### config.mk
export PLATFORM = sky130hd
export DESIGN_NAME = fetch_unit
export DESIGN_NICKNAME = d
export VERILOG_FILES = /design/src/rtl/fetch_pkg.sv /design/src/rtl/fetch_perf_cnt.sv /design/src/rtl/fetch_unit.sv
export SDC_FILE = /design/constraint.sdc
export NUM_CORES = 1
export LEC_CHECK = 0
export BUFFER_PORTS_ARGS = -buffer_cell sky130_fd_sc_hd__clkbuf_2
export CAP_MARGIN = 20
export CORE_UTILIZATION = 47
export CTS_BUF_LIST = sky130_fd_sc_hd__clkbuf_4 sky130_fd_sc_hd__clkbuf_8 sky130_fd_sc_hd__clkbuf_16
export CTS_CLUSTER_SIZE = 12
export DETAILED_ROUTE_END_ITERATION = 8
export PLACE_DENSITY = 0.9
export SYNTH_ARGS = -nofsm -noshare
export SYNTH_HDL_FRONTEND = slang
export SYNTH_SLANG_ARGS = --single-unit
### constraint.sdc
create_clock -name clk -period 1.9 [get_ports clk]
set_input_delay 0.38 -clock clk [delete_from_list [all_inputs] [get_ports clk]]
set_output_delay 0.38 -clock clk [all_outputs]
set_load 0.01 [all_outputs]
### src/rtl/fetch_pkg.sv
// fetch_pkg: shared types and constants for the instruction fetch stage.
//   fetch_state_t    : fetch FSM state encoding
//   XLEN / ILEN      : address and instruction widths
//   RESET_PC_DEFAULT : PC loaded on reset unless overridden
//   pc_aligned()     : true when a PC is word aligned

package fetch_pkg;

    localparam int unsigned XLEN = 32;
    localparam int unsigned ILEN = 32;

    localparam logic [XLEN-1:0] RESET_PC_DEFAULT = 32'h0000_0000;

    typedef enum logic [2:0] {
        IDLE,
        REQ,
        WAIT,
        HOLD,
        FAULT
    } fetch_state_t;

    function automatic logic pc_aligned(input logic [XLEN-1:0] pc);
        return pc[1:0] == 2'b00;
    endfunction

endpackage

### src/rtl/fetch_perf_cnt.sv
// fetch_perf_cnt: fetch performance counters. Only instantiated when
// FETCH_PERF_CNT_EN is defined.
//   clk         : clock
//   rst_n       : asynchronous active-low reset
//   hs_i        : decode accepted an instruction this cycle
//   taken_i     : branch-taken flag qualifying hs_i
//   fetch_cnt_o : number of accepted instructions (wraps)
//   taken_cnt_o : number of accepted instructions with a taken branch (wraps)

module fetch_perf_cnt
    import fetch_pkg::*;
(
    input  logic            clk,
    input  logic            rst_n,
    input  logic            hs_i,
    input  logic            taken_i,
    output logic [XLEN-1:0] fetch_cnt_o,
    output logic [XLEN-1:0] taken_cnt_o
);

    logic [XLEN-1:0] fetch_cnt_d, fetch_cnt_q;
    logic [XLEN-1:0] taken_cnt_d, taken_cnt_q;

    always_comb begin
        fetch_cnt_d = fetch_cnt_q;
        taken_cnt_d = taken_cnt_q;
        if (hs_i) begin
            fetch_cnt_d = fetch_cnt_q + 32'd1;
            if (taken_i) begin
                taken_cnt_d = taken_cnt_q + 32'd1;
            end
        end
    end

    always_ff @(posedge clk or negedge rst_n) begin
        if (!rst_n) begin
            fetch_cnt_q <= '0;
            taken_cnt_q <= '0;
        end else begin
            fetch_cnt_q <= fetch_cnt_d;
            taken_cnt_q <= taken_cnt_d;
        end
    end

    assign fetch_cnt_o = fetch_cnt_q;
    assign taken_cnt_o = taken_cnt_q;

endmodule

### src/rtl/fetch_unit.sv
// fetch_unit: instruction fetch stage owning the architectural PC.
// Fetches one instruction at a time over req/gnt/rvalid and holds it for
// decode under valid/ready. On acceptance the PC loads the branch unit's
// next-PC; a misaligned next-PC parks the stage in a sticky fault.
// Optional macro FETCH_PERF_CNT_EN adds fetch_cnt_o / taken_cnt_o.
//   clk, rst_n        : clock, asynchronous active-low reset
//   pc_o              : current PC (to branch unit)
//   pc_next_i         : next PC from branch unit
//   branch_taken_i    : branch-taken flag (perf counters only)
//   imem_req_o/addr_o : fetch request / address (addr is pc_o)
//   imem_gnt_i        : request accepted
//   imem_rvalid_i     : read data valid
//   imem_rdata_i      : instruction word
//   instr_o           : held instruction
//   instr_pc_o        : PC of instr_o
//   instr_valid_o     : instr_o valid
//   instr_ready_i     : decode accepts instr_o
//   fetch_fault_o     : sticky misaligned-PC fault

module fetch_unit
    import fetch_pkg::*;
#(
    parameter logic [XLEN-1:0] RESET_PC = RESET_PC_DEFAULT
) (
    input  logic            clk,
    input  logic            rst_n,
    output logic [XLEN-1:0] pc_o,
    input  logic [XLEN-1:0] pc_next_i,
    input  logic            branch_taken_i,
    output logic            imem_req_o,
    output logic [XLEN-1:0] imem_addr_o,
    input  logic            imem_gnt_i,
    input  logic            imem_rvalid_i,
    input  logic [ILEN-1:0] imem_rdata_i,
    output logic [ILEN-1:0] instr_o,
    output logic [XLEN-1:0] instr_pc_o,
    output logic            instr_valid_o,
    input  logic            instr_ready_i,
`ifdef FETCH_PERF_CNT_EN
    output logic [XLEN-1:0] fetch_cnt_o,
    output logic [XLEN-1:0] taken_cnt_o,
`endif
    output logic            fetch_fault_o
);

    fetch_state_t    state_d, state_q;
    logic [XLEN-1:0] pc_d, pc_q;
    logic [ILEN-1:0] instr_d, instr_q;
    logic [XLEN-1:0] instr_pc_d, instr_pc_q;
    logic            req_q, valid_q, fault_q;
    logic            hs;

    always_comb begin
        state_d    = state_q;
        pc_d       = pc_q;
        instr_d    = instr_q;
        instr_pc_d = instr_pc_q;
        hs         = 1'b0;
        case (state_q)
            IDLE: state_d = REQ;
            REQ: begin
                if (imem_gnt_i) begin
                    state_d = WAIT;
                end
            end
            WAIT: begin
                if (imem_rvalid_i) begin
                    instr_d    = imem_rdata_i;
                    instr_pc_d = pc_q;
                    state_d    = HOLD;
                end
            end
            HOLD: begin
                if (instr_ready_i) begin
                    hs      = 1'b1;
                    // PC wraps naturally; only alignment is policed.
                    pc_d    = pc_next_i;
                    state_d = pc_aligned(pc_next_i) ? REQ : FAULT;
                end
            end
            FAULT: state_d = FAULT;
            default: state_d = IDLE;
        endcase
    end

    // Output flags are registered from the next state so they line up with
    // state_q without any decode after the flops.
    always_ff @(posedge clk or negedge rst_n) begin
        if (!rst_n) begin
            state_q    <= IDLE;
            pc_q       <= RESET_PC;
            instr_q    <= '0;
            instr_pc_q <= '0;
            req_q      <= 1'b0;
            valid_q    <= 1'b0;
            fault_q    <= 1'b0;
        end else begin
            state_q    <= state_d;
            pc_q       <= pc_d;
            instr_q    <= instr_d;
            instr_pc_q <= instr_pc_d;
            req_q      <= (state_d == REQ);
            valid_q    <= (state_d == HOLD);
            fault_q    <= (state_d == FAULT);
        end
    end

    assign pc_o          = pc_q;
    assign imem_addr_o   = pc_q;
    assign imem_req_o    = req_q;
    assign instr_o       = instr_q;
    assign instr_pc_o    = instr_pc_q;
    assign instr_valid_o = valid_q;
    assign fetch_fault_o = fault_q;

`ifdef FETCH_PERF_CNT_EN
    // No handshake can occur in FAULT, so the counters freeze there.
    fetch_perf_cnt u_perf_cnt (
        .clk         (clk),
        .rst_n       (rst_n),
        .hs_i        (hs),
        .taken_i     (branch_taken_i),
        .fetch_cnt_o (fetch_cnt_o),
        .taken_cnt_o (taken_cnt_o)
    );
`else
    logic unused_perf;
    assign unused_perf = branch_taken_i ^ hs;
`endif

endmodule
==> metrics.cfg, run 1 <==
[finish]
nFillCells=700
ff_latch_area_um2=2552
fin_util_pct=60.57
syn_to_final_growth_pct=22.73
diodes=0
multi_input_area_um2=1434
layout.nets=502
layout-drive-gt1-share_pct=72.94

[worst_setup_path]
worstPathArrival_ns=1.88
reg2reg_depth=4
crit_end=instr_pc_o[31]$_DFFE_PN0P_
worstPathMaxFanout=36
start_kind=flop
cp.required_ns=2.15
reg2reg_to=instr_pc_o[31]$_DFFE_PN0P_
endpoint_kind=flop
critPathLaunch=state_q[0]$_DFF_PN0_
path_class=reg2reg
reg2reg_slack_ns=0.27
reg2reg_from=state_q[0]$_DFF_PN0_

[detailed_routing]
wl_um=8552
drtIter0Drc=56
dr.pass1.iters=4
route.detailed.drc=0
wl_per_cell_um=15.72
ant_nets=0
num_vias=2642
avgViaCountPerCell=4.857

[sta]
fin_ws_ns=0.2666
tns_ns=0
maxSlewHeadroom_pct=63.10
holdWs_ns=-0.001603
maxSlewViolCount=0
skew_ns=0.01500
rsz0062_at_grt=false
hold_viol=1
min_period_over_period_pct=85.97
setup_viol=0
tightest_slew_ns=0.5535
max_clock_freq_mhz=612.2
fin_crit_ns=1.633

[yosys]
synth_ff_type=dfrtp_1
synth_cells=259
synth_area_leaders=dfrtp_1 (58%), mux2_4 (21%), mux2_2 (9.2%)
netlist-cell-type-count=19
synth_top_area_share_pct=58.17
syn-cell-area_um2=4388
async_flop_share_pct=100.0
yosysWarnings=0
synth_largest_area_cell=dfrtp_1
syn_nets=329
ys_seq_elements=102
syn_area_per_cell_um2=16.94
synth-edff-count=0
ys_seq_area_share_pct=58.17

[clock_tree]
cts_sinks=102
hold_buffers=0
cts.reportedPaths.clkPinSlew_ns=0.10
cts_buffer_depth=2
cts_buffers=9
cts.htree.levels=3
post_cts_buffers=0
cts_tree=done
ctsRootBufferMaster=clkbuf_8
cts_resized=0
insertion_delay_ns=0.36

[die]
io_pins=201
die_y_um=98.63
die_area_um2=9727
placementRows=34
core_area_um2=8891
die_x_um=98.63
initial_core_util_pct=49.35

[outcome]
violations=negative hold slack
status=finished, violations left

[placement]
gp_congestion=0.7328
io_buffers=199
dp_hpwl_um=6233
post-place-ws_ns=0.2209

[global_routing]
grt_pass1_wl_um=13350
grt-ovfl-total=0
grt_max_degree=53
track_usage_pct=17.68
antenna_found_initial=0
grt_pass1_vias=2704

[job]
cap_violations=0

[power_and_ir_drop]
ir_drop_mv=0.8026
power.static_leakage_uw=0.002802
powerDensity_nw_per_um2=1792

[worst_hold_path]
hold_path_class=in2async

## where the power goes
part,switching (uW),internal [uW]
sequential,816,3260
clock,713,527
combinational,1890,2450
## critical path, stage by stage (launching register included)
cell and delay, ns:
dfrtp_1 0.44, nor2b_1 0.18, and3b_4 0.25, buf_12 0.26, mux2_2 0.37
## kinds of logic after synthesis
group                  count (synthesis)  share of synthesized area (%)
AOI/OAI and AO/OA                      6                         0.9695
DFF                                  102                          58.17
and+or+nand+nor                       13                          1.853
buffers and inverters                 42                          9.239
muxes                                 96                          29.77
## routing by layer
layer / global-route usage (%) / share of wire, % / up-vias
li1: - / - / 1203
met1: 22.24 / 43 / 1309
met2: 30.61 / 51 / 117
met3: 4.681 / 5.3 / 13
met4: 4.133 / 0.98 / 0
met5: 0 / 0 / -
## worst min path at each step
stage	endpoint	slack (ns)	cells after the start
floorplan	fetch_fault_o$_DFF_PN0_	0.08	0
global placement	instr_o[16]$_DFFE_PN0P_	0.39	1
detailed placement	instr_o[16]$_DFFE_PN0P_	0.40	1
CTS	instr_o[16]$_DFFE_PN0P_	0.005	1
global route	instr_o[12]$_DFFE_PN0P_	0.02	1
finish	instr_o[16]$_DFFE_PN0P_	-0.002	1
## flip-flops by register name (all words and copies together), names as in the netlist
register	cells
fetch_fault_o	1
imem_addr_o	32
imem_req_o	1
instr_o	32
instr_pc_o	32
instr_valid_o	1
state_q	3
## synthesized netlist by cell type (2+ instances only)
| master | number |
|---|---|
| o32ai_1 | 2 |
| buf_6 | 4 |
| mux2_2 | 36 |
| a21oi_1 | 2 |
| nor2b_1 | 2 |
| dfrtp_1 | 102 |
| buf_12 | 6 |
| nand2b_1 | 2 |
| buf_4 | 32 |
| nor3_1 | 2 |
| mux2_4 | 60 |
| and3b_1 | 2 |
## layout by cell type (no fill, tap or decap)
| master | n |
|---|---|
| a21bo_2 | 1 |
| nand2_2 | 1 |
| nand3b_1 | 1 |
| and3b_4 | 1 |
| nor2_1 | 1 |
| nand2b_1 | 2 |
| mux2_2 | 36 |
| clkbuf_2 | 198 |
| nor2b_1 | 2 |
| dfrtp_1 | 102 |
| nand2_1 | 1 |
| nor3b_1 | 1 |
| and3b_1 | 1 |
| nor3_1 | 2 |
| clkbuf_8 | 10 |
| buf_12 | 4 |
| mux2_4 | 60 |
| o32ai_1 | 2 |
| buf_4 | 2 |
| a21oi_1 | 2 |
| inv_6 | 1 |
| clkbuf_4 | 1 |
| o21ai_0 | 1 |
| clkinv_4 | 1 |
| clkinvlp_4 | 2 |
## metrics by stage
stage	std cells	hold slack [ns]	total power [uW]	area (um^2)
after detailed placement	529	0.4023	8492	5207
after global placement	529	0.3927	8287	5207
after global routing	544	0.01721	10230	5385
final	544	-0.001603	9648	5385
after CTS	544	0.005254	9772	5385
after floorplan	259	0.08441	7110	4388
## layout make-up
class	count	share of cell area, %
tap	108	2.509
clock buffer	11	2.695
timing repair buffer	204	20.17
sequential	102	47.40
multi-input combinational	115	26.63
clock inverter	4	0.6041
No activity file was read; power rests on OpenSTA's default activity.
==> inputs of run 2 (changes only) <==
==> constraint.sdc (replaced) <==
create_clock -name clk -period 1.9 [get_ports clk]
set_input_delay 0.19 -clock clk [delete_from_list [all_inputs] [get_ports clk]]
set_output_delay 0.19 -clock clk [all_outputs]
set_load 0.01 [all_outputs]
==> run 2 against run 1 <==
Effect of this change: the flow now finishes without violations; critical path depth did not move; non-clock buffer count rose by 1; power up 3.4%; critical endpoint unchanged; largest cell class unchanged; largest power group unchanged.
==> metrics.cfg, run 2 (synthesized netlist as in run 1, its figures left out) <==
[outcome]
status=complete, no violations

[sta]
maxSlewViolCount=0  ; unchanged
hold_viol=0  ; -1
max_clock_freq_mhz=613.4  ; +0.19%
tns_ns=0  ; unchanged
fin_crit_ns=1.630  ; -0.003155 ns
min_period_over_period_pct=85.80  ; -0.17 points
tightest_slew_ns=0.4653  ; -0.08823 ns
rsz0062_at_grt=false
maxSlewHeadroom_pct=68.65  ; +5.6 points
setup_viol=0  ; unchanged
skew_ns=0.01240  ; -0.002608 ns

[worst_setup_path]
worstPathMaxFanout=36  ; unchanged
reg2reg_from=state_q[0]$_DFF_PN0_
cp.required_ns=2.14  ; about the same
crit_chain=nor2b_1 > and3b_4 > buf_12 > mux2_2
path_class=reg2reg
reg2reg_slack_ns=0.27  ; about the same
endpoint_kind=flop
worstPathArrival_ns=1.87  ; about the same
reg2reg_to=instr_pc_o[31]$_DFFE_PN0P_
reg2reg_depth=4  ; unchanged
cpPeakStageDelay_ns=0.45  ; about the same
start_kind=flop
critPathSlowestCell=dfrtp_1

[detailed_routing]
ant_nets=0  ; unchanged
drtIter0Drc=77  ; +38%
dr.pass1.iters=4  ; unchanged
avgViaCountPerCell=4.914  ; +1.2%
wl_met3_um=557  ; +23%
wl_per_cell_um=15.92  ; +1.3%
highest_layer=met4
wl_um=8661  ; +1.3%
wl_met1_um=3601  ; -1.8%
route.detailed.drc=0  ; unchanged
num_vias=2673  ; +1.2%
wl_met2_um=4423  ; +1.7%

[global_routing]
antenna_found_initial=0  ; unchanged
grt-ovfl-total=0  ; unchanged
grt_pass1_wl_um=13660  ; +2.3%
grt_pass1_vias=2740  ; +1.3%
grt_max_degree=53  ; unchanged
track_usage_pct=17.99  ; +0.32 points

[worst_hold_path]
hold_path_class=in2reg
holdPathStages=2
hold_start=pc_next_i[29]
holdPathEnd=imem_addr_o[29]$_DFFE_PN0P_

[clock_tree]
hold_buffers=1  ; +1
cts.reportedPaths.clkPinSlew_ns=0.10  ; about the same
cts_resized=0  ; unchanged
cts_buffers=9  ; unchanged
cts_buffer_depth=2  ; unchanged
cts.htree.levels=3  ; unchanged
cts_sinks=102  ; unchanged
cts_tree=done
insertion_delay_ns=0.34  ; -0.02 ns
ctsRootBufferMaster=clkbuf_8
post_cts_buffers=0  ; unchanged

[finish]
layout-drive-gt1-share_pct=72.71  ; -0.23 points
nFillCells=690  ; -1.4%
diodes=0  ; unchanged
final_cells=544  ; unchanged
syn_to_final_growth_pct=24.12
multi_input_area_um2=1434  ; unchanged
final_common_cell=clkbuf_2
ff_latch_area_um2=2552  ; unchanged
mostFrequentLayoutCells=clkbuf_2 (198), dfrtp_1 (102), mux2_4 (60)
layout.nets=503  ; +0.20%

[placement]
dp_hpwl_um=6294  ; +0.97%
io_buffers=199  ; unchanged
gp_congestion=0.7556  ; +3.1%
dp_cells=529  ; unchanged

[job]
cap_violations=0  ; unchanged

[die]
io_pins=201  ; unchanged
placementRows=34  ; unchanged
die_y_um=98.63  ; unchanged
die_x_um=98.63  ; unchanged
die_area_um2=9727  ; unchanged
initial_core_util_pct=49.35  ; unchanged
core_area_um2=8891  ; unchanged

[power_and_ir_drop]
powerDensity_nw_per_um2=1831  ; +2.2%
power_uw=9972  ; +3.4%
power.static_leakage_uw=0.002832  ; +1.1%
ir_drop_mv=0.7514  ; -6.4%

[run 2: cell types whose count changed in the layout (fill, tap and decap cells not counted), sizes merged]
| cell | delta |
|---|---|
| clkinvlp | -1 |
| bufinv | +3 |
| clkbuf | -1 |
| dlygate4sd3 | +1 |
| inv | -1 |
| clkinv | -1 |
[run 2: layout make-up]
type | instances | share of cell area (%)
clock buffers | 10 | 2.412
clock inverters | 4 | 1.792
repair buffers | 205 | 20.12
multi-input cells | 115 | 26.33
well taps | 108 | 2.481
flip-flops and latches | 102 | 46.86
[run 2: power by group]
part	switching [uW]	leakage [uW]	internal, uW
clock network	681	0.000112	877
registers	829	0.00123	3260
logic	1880	0.00149	2450
[run 2: worst max-delay path, delay by kind of cell (launching register included)]
kind	cells	cell delay [ns]
DFF	1	0.45
muxes	1	0.38
buffers and inverters	1	0.26
and+or+nand+nor	2	0.42
[run 2: layer usage]
layer	track usage (%)	vias to the layer above
li1	-	1215
met1	21.69	1330
met2	31.85	121
met3	5.248	7
met4	4.248	0
met5	0	-
[run 2: worst max path at each step]
stage                               startpoint                    endpoint  slack [ns]  cells past startpoint
after detailed placement  state_q[0]$_DFF_PN0_  instr_pc_o[31]$_DFFE_PN0P_        0.26                      4
final                     state_q[0]$_DFF_PN0_  instr_pc_o[31]$_DFFE_PN0P_        0.27                      4
after floorplan           state_q[0]$_DFF_PN0_      instr_o[0]$_DFFE_PN0P_        0.44                      5
after CTS                 state_q[0]$_DFF_PN0_  instr_pc_o[31]$_DFFE_PN0P_        0.25                      4
after global routing      state_q[0]$_DFF_PN0_  instr_pc_o[31]$_DFFE_PN0P_        0.18                      4
after global placement    state_q[0]$_DFF_PN0_  instr_pc_o[31]$_DFFE_PN0P_        0.32                      4
[run 2: metrics by stage]
step                worst slack, ns  hold slack [ns]  cell area (um^2)  util, %
floorplan                    0.4397          -0.1056              4388        -
global placement             0.3184           0.1569              5207    58.57
detailed placement           0.2603           0.1681              5207    58.57
CTS                          0.2500          0.04759              5446    61.26
global route                 0.1817          0.04078              5446    61.26
finish                       0.2698          0.06708              5446    61.26
==> inputs of run 3 (changes only) <==
--- a/config.mk
+++ b/config.mk
@@ -5,13 +5,13 @@
 export SDC_FILE = /design/constraint.sdc
 export NUM_CORES = 1
 export LEC_CHECK = 0
-export BUFFER_PORTS_ARGS = -buffer_cell sky130_fd_sc_hd__clkbuf_2
 export CAP_MARGIN = 20
-export CORE_UTILIZATION = 47
+export CORE_UTILIZATION = 55
 export CTS_BUF_LIST = sky130_fd_sc_hd__clkbuf_4 sky130_fd_sc_hd__clkbuf_8 sky130_fd_sc_hd__clkbuf_16
 export CTS_CLUSTER_SIZE = 12
 export DETAILED_ROUTE_END_ITERATION = 8
-export PLACE_DENSITY = 0.9
+export DONT_BUFFER_PORTS = 1
+export PLACE_DENSITY = 0.8
 export SYNTH_ARGS = -nofsm -noshare
 export SYNTH_HDL_FRONTEND = slang
 export SYNTH_SLANG_ARGS = --single-unit
==> run 3 against run 2 <==
Effect of this change: the flow now finishes with violations (negative hold slack); worst hold slack worse by 0.54 ns; global-route usage up 1.7 points; clock-buffer cell count up 2; clock power down 12%; design area down 7.8%; non-clock buffer count down 138; power down 14%; cell count down 26%; first-iteration DRC count down 42%; sequential cell count unchanged; sequential share of layout area up 4.0 points; clock skew down 0.0037 ns.
==> metrics.cfg, run 3 (synthesized netlist as in run 1, its figures left out) <==
[power_and_ir_drop]
power_frac_comb_pct=25.7  ; -18 points
internal_power_uw=5520  ; -16%
power.static_leakage_uw=0.002237  ; -21%
ir_drop_mv=0.9116  ; +21%
powerDensity_nw_per_um2=1702  ; -7.0%
pwr-share-seq_pct=58.1  ; +17 points
power_switching_share_pct=35.41  ; +1.4 points
p_sw_uw=3027  ; -11%
pwr-share-clk_pct=16.2  ; +0.6 points

[worst_setup_path]
start_kind=flop
path_class=reg2reg
endpoint_kind=flop
worstPathArrival_ns=1.93  ; +0.06 ns
worstPathMaxFanout=45  ; +25%
cp.required_ns=2.13  ; about the same
reg2reg_depth=4  ; unchanged

[sta]
hold_viol=102  ; +102
max_clock_freq_mhz=589.6  ; -3.9%
min_period_over_period_pct=89.26  ; +3.5 points
maxSlewViolCount=0  ; unchanged
setup_viol=0  ; unchanged
maxSlewHeadroom_pct=70.09  ; +1.4 points
holdWs_ns=-0.4715  ; -0.5385 ns
rsz0062_at_grt=false
tns_ns=0  ; unchanged
tightest_slew_ns=0.4440  ; -0.02129 ns
skew_ns=0.008727  ; -0.003669 ns
fin_crit_ns=1.696  ; +0.06573 ns

[placement]
io_buffers=0  ; -100%
gp_congestion=0.7191  ; -4.8%
place_area_um2=4174  ; -20%
dp_hpwl_um=4655  ; -26%
dp_cells=322  ; -39%

[global_routing]
grt_pass1_wl_um=12500  ; -8.4%
grt_max_degree=103  ; +94%
track_usage_pct=19.66  ; +1.7 points
antenna_found_initial=0  ; unchanged
grt-ovfl-total=0  ; unchanged
grt_pass1_vias=2315  ; -16%

[detailed_routing]
wl_um=8057  ; -7.0%
route.detailed.drc=0  ; unchanged
ant_nets=0  ; unchanged
dr.pass1.iters=4  ; unchanged
drtIter0Drc=45  ; -42%
avgViaCountPerCell=5.316  ; +8.2%
wl_per_cell_um=20.04  ; +26%
num_vias=2137  ; -20%

[finish]
mostFrequentLayoutCells=dfrtp_1 (102), dlygate4sd3_1 (64), mux2_4 (60)
layout-drive-gt1-share_pct=39.33  ; -33 points
final_common_cell=dfrtp_1
syn_to_final_growth_pct=14.46
diodes=0  ; unchanged
ff_latch_area_um2=2552  ; unchanged
final_cells=402  ; -26%
multi_input_area_um2=1434  ; unchanged
final_area_um2=5022  ; -7.8%
nFillCells=530  ; -23%
layout.nets=365  ; -27%

[outcome]
violations=negative hold slack
status=finished, violations left

[die]
core_area_um2=7727  ; -13%
placementRows=32  ; -5.9%
die_y_um=91.32  ; -7.4%
initial_core_util_pct=56.78  ; +7.4 points
die_x_um=91.32  ; -7.4%
die_area_um2=8339  ; -14%
io_pins=201  ; unchanged

[worst_hold_path]
hold_path_class=in2async

[clock_tree]
post_cts_buffers=0  ; unchanged
cts_tree=done
hold_buffers=64  ; +63
cts_buffers=9  ; unchanged
ctsRootBufferMaster=clkbuf_8
cts_sinks=102  ; unchanged
cts.htree.levels=3  ; unchanged
cts_resized=0  ; unchanged
insertion_delay_ns=0.34  ; about the same
cts_buffer_depth=2  ; unchanged
cts.reportedPaths.clkPinSlew_ns=0.09  ; about the same

[job]
cap_violations=0  ; unchanged

-- run 3: power by group through the flow --
stage               combinational (uW)  sequential (uW)  clock [uW]
finish                            2200             4960        1380
global route                      2350             5120        1510
CTS                               2210             4960        1440
detailed placement                2090             5000           0
global placement                  2010             4950           0
floorplan                         2630             4480           0
-- run 3: final cells by class --
class                   count  area share, %
flip-flops and latches    102          50.82
multi-input cells         115          28.55
repair buffers             67          13.95
clock buffers              12          3.039
well taps                 102          2.541
clock inverters             4          1.096
-- run 3: worst max-delay path, stage by stage (launching register included) --
cell	delay, ns
dfrtp_1	0.46
nor2b_1	0.18
and3b_4	0.25
buf_12	0.32
mux2_4	0.35
-- run 3: metal layers --
layer / global-route usage, % / vias up / part of all wire, %
li1: - / 934 / -
met4: 3.704 / 0 / 0.89
met1: 23.71 / 1072 / 42
met3: 8.878 / 8 / 9.5
met2: 32.83 / 123 / 48
met5: 0 / - / 0
-- run 3: worst paths after layout --
path	to	start	slack, ns
max	instr_o[9]$_DFFE_PN0P_	state_q[0]$_DFF_PN0_	0.20
min	imem_addr_o[28]$_DFFE_PN0P_	rst_n	-0.47
max reg2reg	instr_o[9]$_DFFE_PN0P_	state_q[0]$_DFF_PN0_	0.20
min reg2reg	imem_req_o$_DFF_PN0_	state_q[2]$_DFF_PN0_	0.58
max in group asynchronous	instr_o[28]$_DFFE_PN0P_	rst_n	2.22
min in group clk	state_q[0]$_DFF_PN0_	imem_rvalid_i	0.04
-- run 3: per-stage QoR --
step                util, %  setup slack, ns  power (uW)
floorplan                 -           0.4397        7110
global placement      54.02           0.2870        6961
detailed placement    54.02           0.2422        7084
CTS                   64.99           0.2164        8614
global route          64.99           0.1496        8978
finish                64.99           0.2040        8547
